### src/rtl/reg_if_stage_skid_pkg.sv
// Shared definitions for the IF1/IF2 skid-buffered pipeline register.
package reg_if_stage_skid_pkg;

  localparam int unsigned PC_W_DEF     = 32;
  localparam int unsigned PAY_W_DEF    = 1;
  localparam logic [63:0] RESET_PC_DEF = 64'h0;
  localparam int unsigned BP_TAKEN     = 0;

  typedef enum logic [1:0] {
    ENT_HOLD  = 2'd0,
    ENT_LOAD  = 2'd1,
    ENT_CLEAR = 2'd2
  } ent_op_e;

endpackage

### src/rtl/if_stage_entry.sv
// One registered fetch-beat entry {valid, pc, payload, ftag} with load/clear/hold control.
module if_stage_entry
  import reg_if_stage_skid_pkg::*;
#(
  parameter int unsigned      PC_W     = PC_W_DEF,
  parameter int unsigned      PAY_W    = PAY_W_DEF,
  parameter logic [PC_W-1:0]  RESET_PC = PC_W'(RESET_PC_DEF)
) (
  input  logic             clk,
  input  logic             rst,
  input  ent_op_e          op,
  input  logic [PC_W-1:0]  pc_i,
  input  logic [PAY_W-1:0] payload_i,
  input  logic             ftag_i,
  output logic             valid_o,
  output logic [PC_W-1:0]  pc_o,
  output logic [PAY_W-1:0] payload_o,
  output logic             ftag_o
);

  logic             valid_d, valid_q;
  logic [PC_W-1:0]  pc_d, pc_q;
  logic [PAY_W-1:0] payload_d, payload_q;
  logic             ftag_d, ftag_q;

  always_comb begin
    valid_d   = valid_q;
    pc_d      = pc_q;
    payload_d = payload_q;
    ftag_d    = ftag_q;
    case (op)
      ENT_LOAD: begin
        valid_d   = 1'b1;
        pc_d      = pc_i;
        payload_d = payload_i;
        ftag_d    = ftag_i;
      end
      ENT_CLEAR: begin
        valid_d   = 1'b0;
        pc_d      = RESET_PC;
        payload_d = '0;
        ftag_d    = 1'b0;
      end
      default: ;
    endcase
  end

  always_ff @(posedge clk) begin
    if (rst) begin
      valid_q   <= 1'b0;
      pc_q      <= RESET_PC;
      payload_q <= '0;
      ftag_q    <= 1'b0;
    end else begin
      valid_q   <= valid_d;
      pc_q      <= pc_d;
      payload_q <= payload_d;
      ftag_q    <= ftag_d;
    end
  end

  assign valid_o   = valid_q;
  assign pc_o      = pc_q;
  assign payload_o = payload_q;
  assign ftag_o    = ftag_q;

endmodule

### src/rtl/reg_if_stage_skid.sv
// IF1->IF2 valid/ready pipeline register with a 2-entry skid buffer and flush tagging.
module reg_if_stage_skid
  import reg_if_stage_skid_pkg::*;
#(
  parameter int unsigned      PC_W     = PC_W_DEF,
  parameter int unsigned      PAY_W    = PAY_W_DEF,
  parameter logic [PC_W-1:0]  RESET_PC = PC_W'(RESET_PC_DEF)
) (
  input  logic             clk,
  input  logic             rst,
  input  logic             flush,
  input  logic             in_valid,
  output logic             in_ready,
  input  logic [PC_W-1:0]  in_pc,
  input  logic [PAY_W-1:0] in_payload,
  output logic             out_valid,
  input  logic             out_ready,
  output logic [PC_W-1:0]  out_pc,
  output logic [PAY_W-1:0] out_payload,
  output logic             out_flushed,
  output logic [1:0]       occupancy
);

  logic             main_valid, skid_valid;
  logic [PC_W-1:0]  main_pc, skid_pc;
  logic [PAY_W-1:0] main_payload, skid_payload;
  logic             main_ftag, skid_ftag;

  ent_op_e          main_op, skid_op;
  logic             main_from_skid;
  logic [PC_W-1:0]  main_pc_in;
  logic [PAY_W-1:0] main_payload_in;
  logic             main_ftag_in;

  logic             in_ready_d, in_ready_q;
  logic             flush_pend_d, flush_pend_q;
  logic [1:0]       occupancy_d, occupancy_q;
  logic             main_valid_nx, skid_valid_nx;
  logic             accept, pop;

  assign accept = in_valid & in_ready_q & ~flush;
  assign pop    = main_valid & out_ready;

  // Entry sequencing; next valids are tracked here so in_ready/occupancy can be registered.
  always_comb begin
    main_op        = ENT_HOLD;
    skid_op        = ENT_HOLD;
    main_from_skid = 1'b0;
    main_valid_nx  = main_valid;
    skid_valid_nx  = skid_valid;
    flush_pend_d   = flush_pend_q;
    if (flush) begin
      main_op       = ENT_CLEAR;
      skid_op       = ENT_CLEAR;
      main_valid_nx = 1'b0;
      skid_valid_nx = 1'b0;
      flush_pend_d  = 1'b1;
    end else begin
      if (accept) flush_pend_d = 1'b0;
      if (!main_valid) begin
        if (accept) begin
          main_op       = ENT_LOAD;
          main_valid_nx = 1'b1;
        end
      end else if (!pop) begin
        if (accept) begin
          skid_op       = ENT_LOAD;
          skid_valid_nx = 1'b1;
        end
      end else if (skid_valid) begin
        main_op        = ENT_LOAD;
        main_from_skid = 1'b1;
        skid_op        = ENT_CLEAR;
        skid_valid_nx  = 1'b0;
      end else if (accept) begin
        main_op = ENT_LOAD;
      end else begin
        main_op       = ENT_CLEAR;
        main_valid_nx = 1'b0;
      end
    end
    in_ready_d  = ~skid_valid_nx;
    occupancy_d = {1'b0, main_valid_nx} + {1'b0, skid_valid_nx};
  end

  always_comb begin
    main_pc_in      = in_pc;
    main_payload_in = in_payload;
    main_ftag_in    = flush_pend_q;
    if (main_from_skid) begin
      main_pc_in      = skid_pc;
      main_payload_in = skid_payload;
      main_ftag_in    = skid_ftag;
    end
  end

  always_ff @(posedge clk) begin
    if (rst) begin
      in_ready_q   <= 1'b1;
      flush_pend_q <= 1'b0;
      occupancy_q  <= 2'd0;
    end else begin
      in_ready_q   <= in_ready_d;
      flush_pend_q <= flush_pend_d;
      occupancy_q  <= occupancy_d;
    end
  end

  if_stage_entry #(.PC_W(PC_W), .PAY_W(PAY_W), .RESET_PC(RESET_PC)) u_main (
    .clk       (clk),
    .rst       (rst),
    .op        (main_op),
    .pc_i      (main_pc_in),
    .payload_i (main_payload_in),
    .ftag_i    (main_ftag_in),
    .valid_o   (main_valid),
    .pc_o      (main_pc),
    .payload_o (main_payload),
    .ftag_o    (main_ftag)
  );

  if_stage_entry #(.PC_W(PC_W), .PAY_W(PAY_W), .RESET_PC(RESET_PC)) u_skid (
    .clk       (clk),
    .rst       (rst),
    .op        (skid_op),
    .pc_i      (in_pc),
    .payload_i (in_payload),
    .ftag_i    (flush_pend_q),
    .valid_o   (skid_valid),
    .pc_o      (skid_pc),
    .payload_o (skid_payload),
    .ftag_o    (skid_ftag)
  );

  assign in_ready    = in_ready_q;
  assign out_valid   = main_valid;
  assign out_pc      = main_pc;
  assign out_payload = main_payload;
  assign out_flushed = main_ftag;
  assign occupancy   = occupancy_q;

endmodule
### config.mk
export PLATFORM = sky130hd
export DESIGN_NAME = reg_if_stage_skid
export DESIGN_NICKNAME = d
export VERILOG_FILES = /design/src/rtl/reg_if_stage_skid_pkg.sv /design/src/rtl/if_stage_entry.sv /design/src/rtl/reg_if_stage_skid.sv
export SDC_FILE = /design/constraint.sdc
export NUM_CORES = 1
export LEC_CHECK = 0
export CAP_MARGIN = 20
export CELL_PAD_IN_SITES_DETAIL_PLACEMENT = 1
export CELL_PAD_IN_SITES_GLOBAL_PLACEMENT = 1
export CORE_ASPECT_RATIO = 0.7
export CORE_MARGIN = 1
export CORE_UTILIZATION = 34
export CTS_BUF_LIST = sky130_fd_sc_hd__clkbuf_2
export DETAILED_ROUTE_END_ITERATION = 16
export GPL_TIMING_DRIVEN = 0
export PLACE_DENSITY_LB_ADDON = 0.1
export SLEW_MARGIN = 20
export SYNTH_ARGS = -nofsm -noshare
export SYNTH_HDL_FRONTEND = slang
export SYNTH_SLANG_ARGS = --single-unit
### constraint.sdc
create_clock -name clk -period 2 [get_ports clk]
set_input_delay 0.3 -clock clk [delete_from_list [all_inputs] [get_ports clk]]
set_output_delay 0.3 -clock clk [all_outputs]
set_load 0.02 [all_outputs]
==> impl_results.md, run 1 <==
- Vias per cell: 4.97
- Leakage power: 1.76 nW
- Die area: about 8900 um^2
- Failing checks: design-rule violations
- H-tree levels: 3
- Largest net degree at the start of global routing: 13
- Critical Path RT: 2.44 ns
- Antenna Cells: 0
- Row cnt: 27
- Layout cells sized above 1: a little over an eighth
- Achievable Freq: 0.525 GHz
- RSZ-0062 raised after global routing: false
- DRT antenna net count: 0
- Top cells by area, synth: dfxtp_1 51%, mux2i_1 12%, a22oi_1 8.6%
- Vias in the first global route: roughly 2500
- Worst hold slack: slightly above 0.3 ns
- Slew HR: a little over three fifths
- Num ports: between 70 and 80
- Area of the core: 8040 um^2
- Final net count: between 400 and 500
- CP Capture Point: u_main.pc_o[7]$_SDFFE_PP0P_
- Top cell type's share of synthesized area: 51.3%
- Outcome: complete, but fails checks
- Crit-path cells: nand2_2 > a221o_1 > ha_4 > or3_4 > buf_6 > o21ai_1
- CTS buffer count: 9
- Cell taking the most area after synthesis: dfxtp_1
- Synth unique cells: 29
- Syn nets: 340
- Wirelength, routed: around 7.5 mm
- CTS tree: yes
- Tmin final: 1.90 ns
- R2r endpoint: u_main.pc_o[7]$_SDFFE_PP0P_
- Drt first-iter violations: 62
- Post-route DRC: 6
- Antenna violations before repair: 0
- Crit. End Element: flop
- Final Setup Violations: 0
- Period utilisation layout: about 95%
- Pre-antenna DRT Iters: 10
- GRT overflow: 0
- Fin Clk Skew: approximately 0.019 ns
- Vias: roughly 2500
- Cts hold-fix bufs: 0
- Worst setup margin: 0.0961 ns
- Layout area overhead: 40.3%
- Die height: approximately 79 um
- Fillers: 930
- Final Hold Vio Count: 0
- Placement Setup Slack: -0.719 ns
- Worst VDD drop: approximately 0.32 mV
- Max-cap violations: 0
- Chip Width: roughly 110 um
- Crit path DAT: between 2 and 2.5 ns
- #FFs+latches synth: between 70 and 80
- Gate Count Post-Synth: between 200 and 300
- Reg2reg start: u_main.valid_o$_SDFFE_PP0P_
- Clock Pin Slew Worst Setup and Hold Paths: 0.21 ns
- GRT Overall Usage: 17.8%
- Worst Tran Pin Value: 0.550 ns
- I/O Buffers: 74
- R2R Setup Slk: between 0.09 and 0.1 ns
- Sinks on Clock Net: 74
- Syn. warnings: 0
- Cell Area, Synth: 2890 um^2
- Crit-path max FO: 10
- Critical-path top delay cell: or3_4
- Post-synthesis sequential area ratio: 51.3%
- Routed wire per std cell: ~15 um
- Register-to-Register Path Depth: 6
- Hold_sp: rst
- Root Driver: clkbuf_2
- Post-Syn Area per Cell: 9.66 um^2
- DP HPWL: 5.35 mm
- Initial Util: between 30% and 40%
- CP peak stage delay: about 0.44 ns
- Pwr/cell area: 772 nW/um^2
- Max clock buf depth: 2
- Final RePlAce weighted congestion: 0.733
- Final max-slew violation count: 0
- Crit Path Class: flop to flop
- Worst-skew pair later-pin latency: 0.51 ns
- Crit path from: u_main.valid_o$_SDFFE_PP0P_
- Pwr Total: between 3 and 4 mW
- Setup crit start kind: flop
- First-pass GRT wire length: 12.1 mm
- Hold Path Class: input pin to flop
==> placed cells by master (no fill, tap or decap), drive strengths merged, types with 2 or more instances in the layout <==
cell           count
ha                 3
buf               22
a21oi              5
nand2             36
clkbuf            18
clkdlybuf4s50     73
a22oi             33
o21ai             35
inv                2
nor2b              3
o21bai             2
mux2i             34
clkinv             3
dfxtp             74
bufinv             2
nor2              39
==> report_power, final <==
group          internal (mW)  switching, mW  leakage (nW)
clock                  0.402          0.517        0.0772
sequential              1.57         0.0496         0.606
combinational          0.300          0.294          1.07
==> Yosys cell counts <==
| library cell | n |
|---|---|
| nand3_1 | 1 |
| or3_1 | 1 |
| nor2_1 | 38 |
| nor2_2 | 1 |
| buf_6 | 5 |
| o21ai_1 | 30 |
| nor2b_1 | 3 |
| buf_2 | 5 |
| dfxtp_1 | 74 |
| buf_4 | 1 |
| o21ai_0 | 5 |
| or4b_2 | 1 |
| nor3b_1 | 1 |
| a21oi_1 | 5 |
| a31oi_1 | 1 |
| a22oi_1 | 33 |
| ha_1 | 3 |
| clkbuf_2 | 1 |
| o21bai_1 | 2 |
| nand4b_1 | 1 |
| a211oi_1 | 1 |
| mux2i_1 | 34 |
| buf_12 | 3 |
| nand2_1 | 36 |
| inv_1 | 1 |
| buf_1 | 1 |
| clkbuf_1 | 9 |
| a221o_1 | 1 |
| nand2b_1 | 1 |
==> how the worst min path moves through the flow <==
stage,to,depth (start not counted)
2_1_floorplan,flush_pend_q$_SDFFE_PP0P_,2
3_3_place_gp,u_main.pc_o[10]$_SDFFE_PP0P_,2
3_5_place_dp,u_main.pc_o[11]$_SDFFE_PP0P_,2
4_1_cts,u_main.pc_o[0]$_SDFFE_PP0P_,5
5_1_grt,u_main.pc_o[2]$_SDFFE_PP0P_,5
6_report,u_skid.pc_o[18]$_SDFFE_PP0P_,3
==> cell type report <==
| class | instances | area (um^2) | share of cell area [%] |
|---|---|---|---|
| Sequential cell | 74 | 1490 | 36.8 |
| Multi-Input combinational cell | 199 | 1270 | 31.5 |
| Timing Repair Buffer | 83 | 823 | 20.3 |
| Buffer | 22 | 204 | 5.03 |
| Tap cell | 101 | 126 | 3.12 |
| Clock inverter | 6 | 81.3 | 2.01 |
| Clock buffer | 9 | 45.0 | 1.11 |
| Inverter | 1 | 3.75 | 0.0926 |
==> critical path: cells and delay by family, from the launching register on <==
| kind | cells | cell delay [ns] |
|---|---|---|
| compound gates | 2 | 0.48 |
| flops | 1 | 0.42 |
| buf+inv | 1 | 0.17 |
| simple gates | 2 | 0.51 |
| fa+ha+maj | 1 | 0.26 |
==> routing by layer <==
layer | share of wire (%) | wire length (um) | GRT usage, % | vias up
met5 | 0 | 0 | 0 | -
met4 | 1.1 | 80 | 5.73 | 0
met3 | 4.9 | 366 | 5.19 | 8
met2 | 44 | 3310 | 27.8 | 54
met1 | 50 | 3710 | 23.7 | 1168
li1 | - | - | - | 1229
==> metrics by stage <==
| stage | setup TNS (ns) | cell area [um^2] | util [%] | std cells |
|---|---|---|---|---|
| floorplan | 0 | 2950 | - | 299 |
| global placement | -35.87 | 3820 | 47.5 | 474 |
| detailed placement | -39.26 | 3820 | 47.5 | 474 |
| CTS | 0 | 3990 | 49.7 | 491 |
| global route | 0 | 4050 | 50.4 | 495 |
| finish | 0 | 4050 | 50.4 | 495 |
==> timing repair <==
action | in CTS | in global routing
setup endpoints to repair | 64 | 53
pin swaps | 4 | 5
gates cloned | 1 | 0
endpoints found under the hold margin | 0 | 0
setup buffers | 3 | 5
resized for setup | 9 | 13
==> logic make-up after synthesis <==
family / share of synthesized area, %
muxes: 11.8
and+or+nand+nor: 12.0
buffers and inverters: 6.76
AOI/OAI and AO/OA: 16.9
adders and majority gates: 1.30
DFF: 51.3
No activity file was read; power rests on OpenSTA's default activity.
==> run 2: changes to the inputs <==
--- a/config.mk
+++ b/config.mk
@@ -19,3 +19,4 @@
 export SYNTH_ARGS = -nofsm -noshare
 export SYNTH_HDL_FRONTEND = slang
 export SYNTH_SLANG_ARGS = --single-unit
+export TNS_END_PERCENT = 10
==> run 2 against run 1 <==
  * Critical endpoint is now u_skid.pc_o[7]$_SDFFE_PP0P_
  * Global-route usage rose by 0.084 points
  * Hold slack worse by 0.0091 ns
  * Sequential power about the same
  * Largest cell class unchanged
  * The flow still finishes with violations (design-rule violations)
==> impl_results.md, run 2 (same netlist as run 1, synthesis figures left out) <==
- Vias in the first global route: 2494 (was 2470)
- Commonest non-fill, non-tap cells in the layout: 73 x clkdlybuf4s50_1, 71 x dfxtp_1, 38 x nor2_1 (unchanged)
- Final Instance Area: 4150 um^2 (was 4050 um^2)
- Antenna Cells: 0 (unchanged)
- First-pass GRT wire length: 12.1 mm (about the same)
- Row cnt: 27 (unchanged)
- Commonest non-fill, non-tap cell in the layout: clkdlybuf4s50_1 (unchanged)
- I/O Buffers: 74 (unchanged)
- Vias: 2482 (was 2459)
- Crit. End Element: flop (unchanged)
- Layout area overhead: 43.6% (was 40.3%)
- Pwr Total: 3.17 mW (was 3.13 mW)
- R2r endpoint: u_skid.pc_o[7]$_SDFFE_PP0P_ (was u_main.pc_o[7]$_SDFFE_PP0P_)
- Hold-critical path endpoint: u_main.pc_o[0]$_SDFFE_PP0P_ (was u_skid.pc_o[18]$_SDFFE_PP0P_)
- Num ports: 76 (unchanged)
- Crit-path max FO: 8 (was 10)
- Critical-path top delay cell: or4b_4 (was or3_4)
- Setup crit start kind: flop (unchanged)
- Final max-slew violation count: 0 (unchanged)
- DRT antenna net count: 0 (unchanged)
- Die area: 8870 um^2 (unchanged)
- Worst-skew pair later-pin latency: 0.51 ns (about the same)
- Cts hold-fix bufs: 0 (unchanged)
- Placed cell count: 474 (unchanged)
- Hold depth: 5 (was 3)
- Dpl cell area: 3820 um^2 (unchanged)
- Worst Tran Pin Value: 0.541 ns (was 0.550 ns)
- Crit-path cells: nand2_4 > or4b_4 > ha_4 > nor2_4 > buf_4 > buf_6 > a22oi_1 > nor2_1 (was nand2_2 > a221o_1 > ha_4 > or3_4 > buf_6 > o21ai_1)
- GRT Overall Usage: 17.9% (was 17.8%)
- Final net count: 435 (was 431)
- Wirelength, routed: 7.84 mm (was 7.46 mm)
- Leakage power: 1.78 nW (was 1.76 nW)
- Sinks on Clock Net: 74 (unchanged)
- DP HPWL: 5.35 mm (unchanged)
- Crit path DAT: 2.37 ns (was 2.35 ns)
- Achievable Freq: 0.506 GHz (was 0.525 GHz)
- Hold Path Class: input pin to flop (unchanged)
- CTS buffer count: 9 (unchanged)
- Area of the core: 8040 um^2 (unchanged)
- Tmin final: 1.98 ns (was 1.90 ns)
- GRT overflow: 0 (unchanged)
- Reg2reg start: in_ready$_SDFF_PP1_ (was u_main.valid_o$_SDFFE_PP0P_)
- Routed wire per std cell: 15.7 um (was 15.1 um)
- Chip Width: 112 um (unchanged)
- Finished Layout Cells: 499 (was 495)
- Outcome: complete, but fails checks (unchanged)
- Max clock buf depth: 2 (unchanged)
- Fillers: 930 (unchanged)
- Final Hold Vio Count: 0 (unchanged)
- Drt first-iter violations: 57 (was 62)
- Largest net degree at the start of global routing: 13 (unchanged)
- Final RePlAce weighted congestion: 0.733 (unchanged)
- Layout cells sized above 1: 17.3% (was 13.7%)
- Antenna violations before repair: 0 (unchanged)
- Failing checks: design-rule violations (unchanged)
- R2R Setup Slk: 0.02 ns (was 0.1 ns)
- Post-route DRC: 6 (unchanged)
- Period utilisation layout: 98.8% (was 95.2%)
- Initial Util: 35.9% (unchanged)
- RSZ-0062 raised after global routing: true (was false)
- Register-to-Register Path Depth: 8 (was 6)
- Clock Pin Slew Worst Setup and Hold Paths: 0.20 ns (was 0.21 ns)
- Root Driver: clkbuf_2 (unchanged)
- Final Setup Violations: 0 (unchanged)
- Pre-antenna DRT Iters: 10 (unchanged)
- Max-cap violations: 0 (unchanged)
- Crit Path Class: flop to flop (unchanged)
- Die height: 79.1 um (unchanged)
- Vias per cell: 4.97 (about the same)
- Hold_sp: rst (unchanged)
- CTS tree: yes (unchanged)
- H-tree levels: 3 (unchanged)
- Fin Clk Skew: 0.0178 ns (was 0.0193 ns)
- Pwr/cell area: 763 nW/um^2 (was 772 nW/um^2)
- Slew HR: 63.9% (was 63.3%)
- Worst VDD drop: 0.327 mV (was 0.323 mV)
- CP peak stage delay: 0.50 ns (was 0.44 ns)
- Critical Path RT: 2.39 ns (was 2.44 ns)
- Worst hold slack: 0.294 ns (was 0.303 ns)
[run 2: worst max-delay path by stage]
stage	cells past startpoint	end	start
after floorplan	8	u_main.ftag_o$_SDFFE_PP0P_	u_main.valid_o$_SDFFE_PP0P_
after global placement	9	u_main.pc_o[15]$_SDFFE_PP0P_	out_ready
after detailed placement	9	u_main.pc_o[18]$_SDFFE_PP0P_	out_ready
after CTS	8	u_skid.pc_o[7]$_SDFFE_PP0P_	in_ready$_SDFF_PP1_
after global routing	8	u_skid.pc_o[13]$_SDFFE_PP0P_	in_ready$_SDFF_PP1_
final	8	u_skid.pc_o[7]$_SDFFE_PP0P_	in_ready$_SDFF_PP1_
[run 2: layout make-up]
| cell class | count | area (um^2) | area share, % |
|---|---|---|---|
| buffer | 22 | 201 | 4.86 |
| clock buffer | 9 | 45.0 | 1.09 |
| clock inverter | 6 | 81.3 | 1.96 |
| inverter | 1 | 3.75 | 0.0905 |
| multi-input combinational | 199 | 1330 | 32.1 |
| sequential | 74 | 1490 | 36.0 |
| tap | 101 | 126 | 3.05 |
| timing repair buffer | 87 | 867 | 20.9 |
[run 2: stage by stage]
| step | setup TNS [ns] | worst slack (ns) | util [%] |
|---|---|---|---|
| 2_1_floorplan | 0 | 0.00474 | - |
| 3_3_place_gp | -35.87 | -0.656 | 47.5 |
| 3_5_place_dp | -39.26 | -0.719 | 47.5 |
| 4_1_cts | 0 | 0.0105 | 49.8 |
| 5_1_grt | -0.221 | -0.0392 | 51.6 |
| 6_report | 0 | 0.0234 | 51.6 |
[run 2: per-layer routing]
layer	up-vias	GRT usage [%]	routed length (um)
met5	-	0	0
li1	1236	-	-
met3	8	5.19	356
met1	1182	23.7	3840
met4	0	6.00	81
met2	56	28.0	3560
[run 2: critical path, delay by kind of cell (launching register included)]
family	cells	cell delay, ns
buffers and inverters	2	0.28
AND/OR/NAND/NOR	4	0.67
adder cells (fa/ha/maj)	1	0.34
AO/OA/AOI/OAI	1	0.16
flip-flops	1	0.40
[run 2: where the power goes]
part,internal (mW),switching [mW]
Combinational,0.317,0.308
Sequential,1.57,0.0517
Clock,0.402,0.522
[run 2: what timing repair did]
item                                    in CTS  in global routing
endpoints found under the hold margin        0                  0
endpoints found under the setup margin      64                 67
gates resized for setup                      9                 26
setup buffers                                3                  7
pin swaps                                    3                  6
gates cloned                                 1                  2
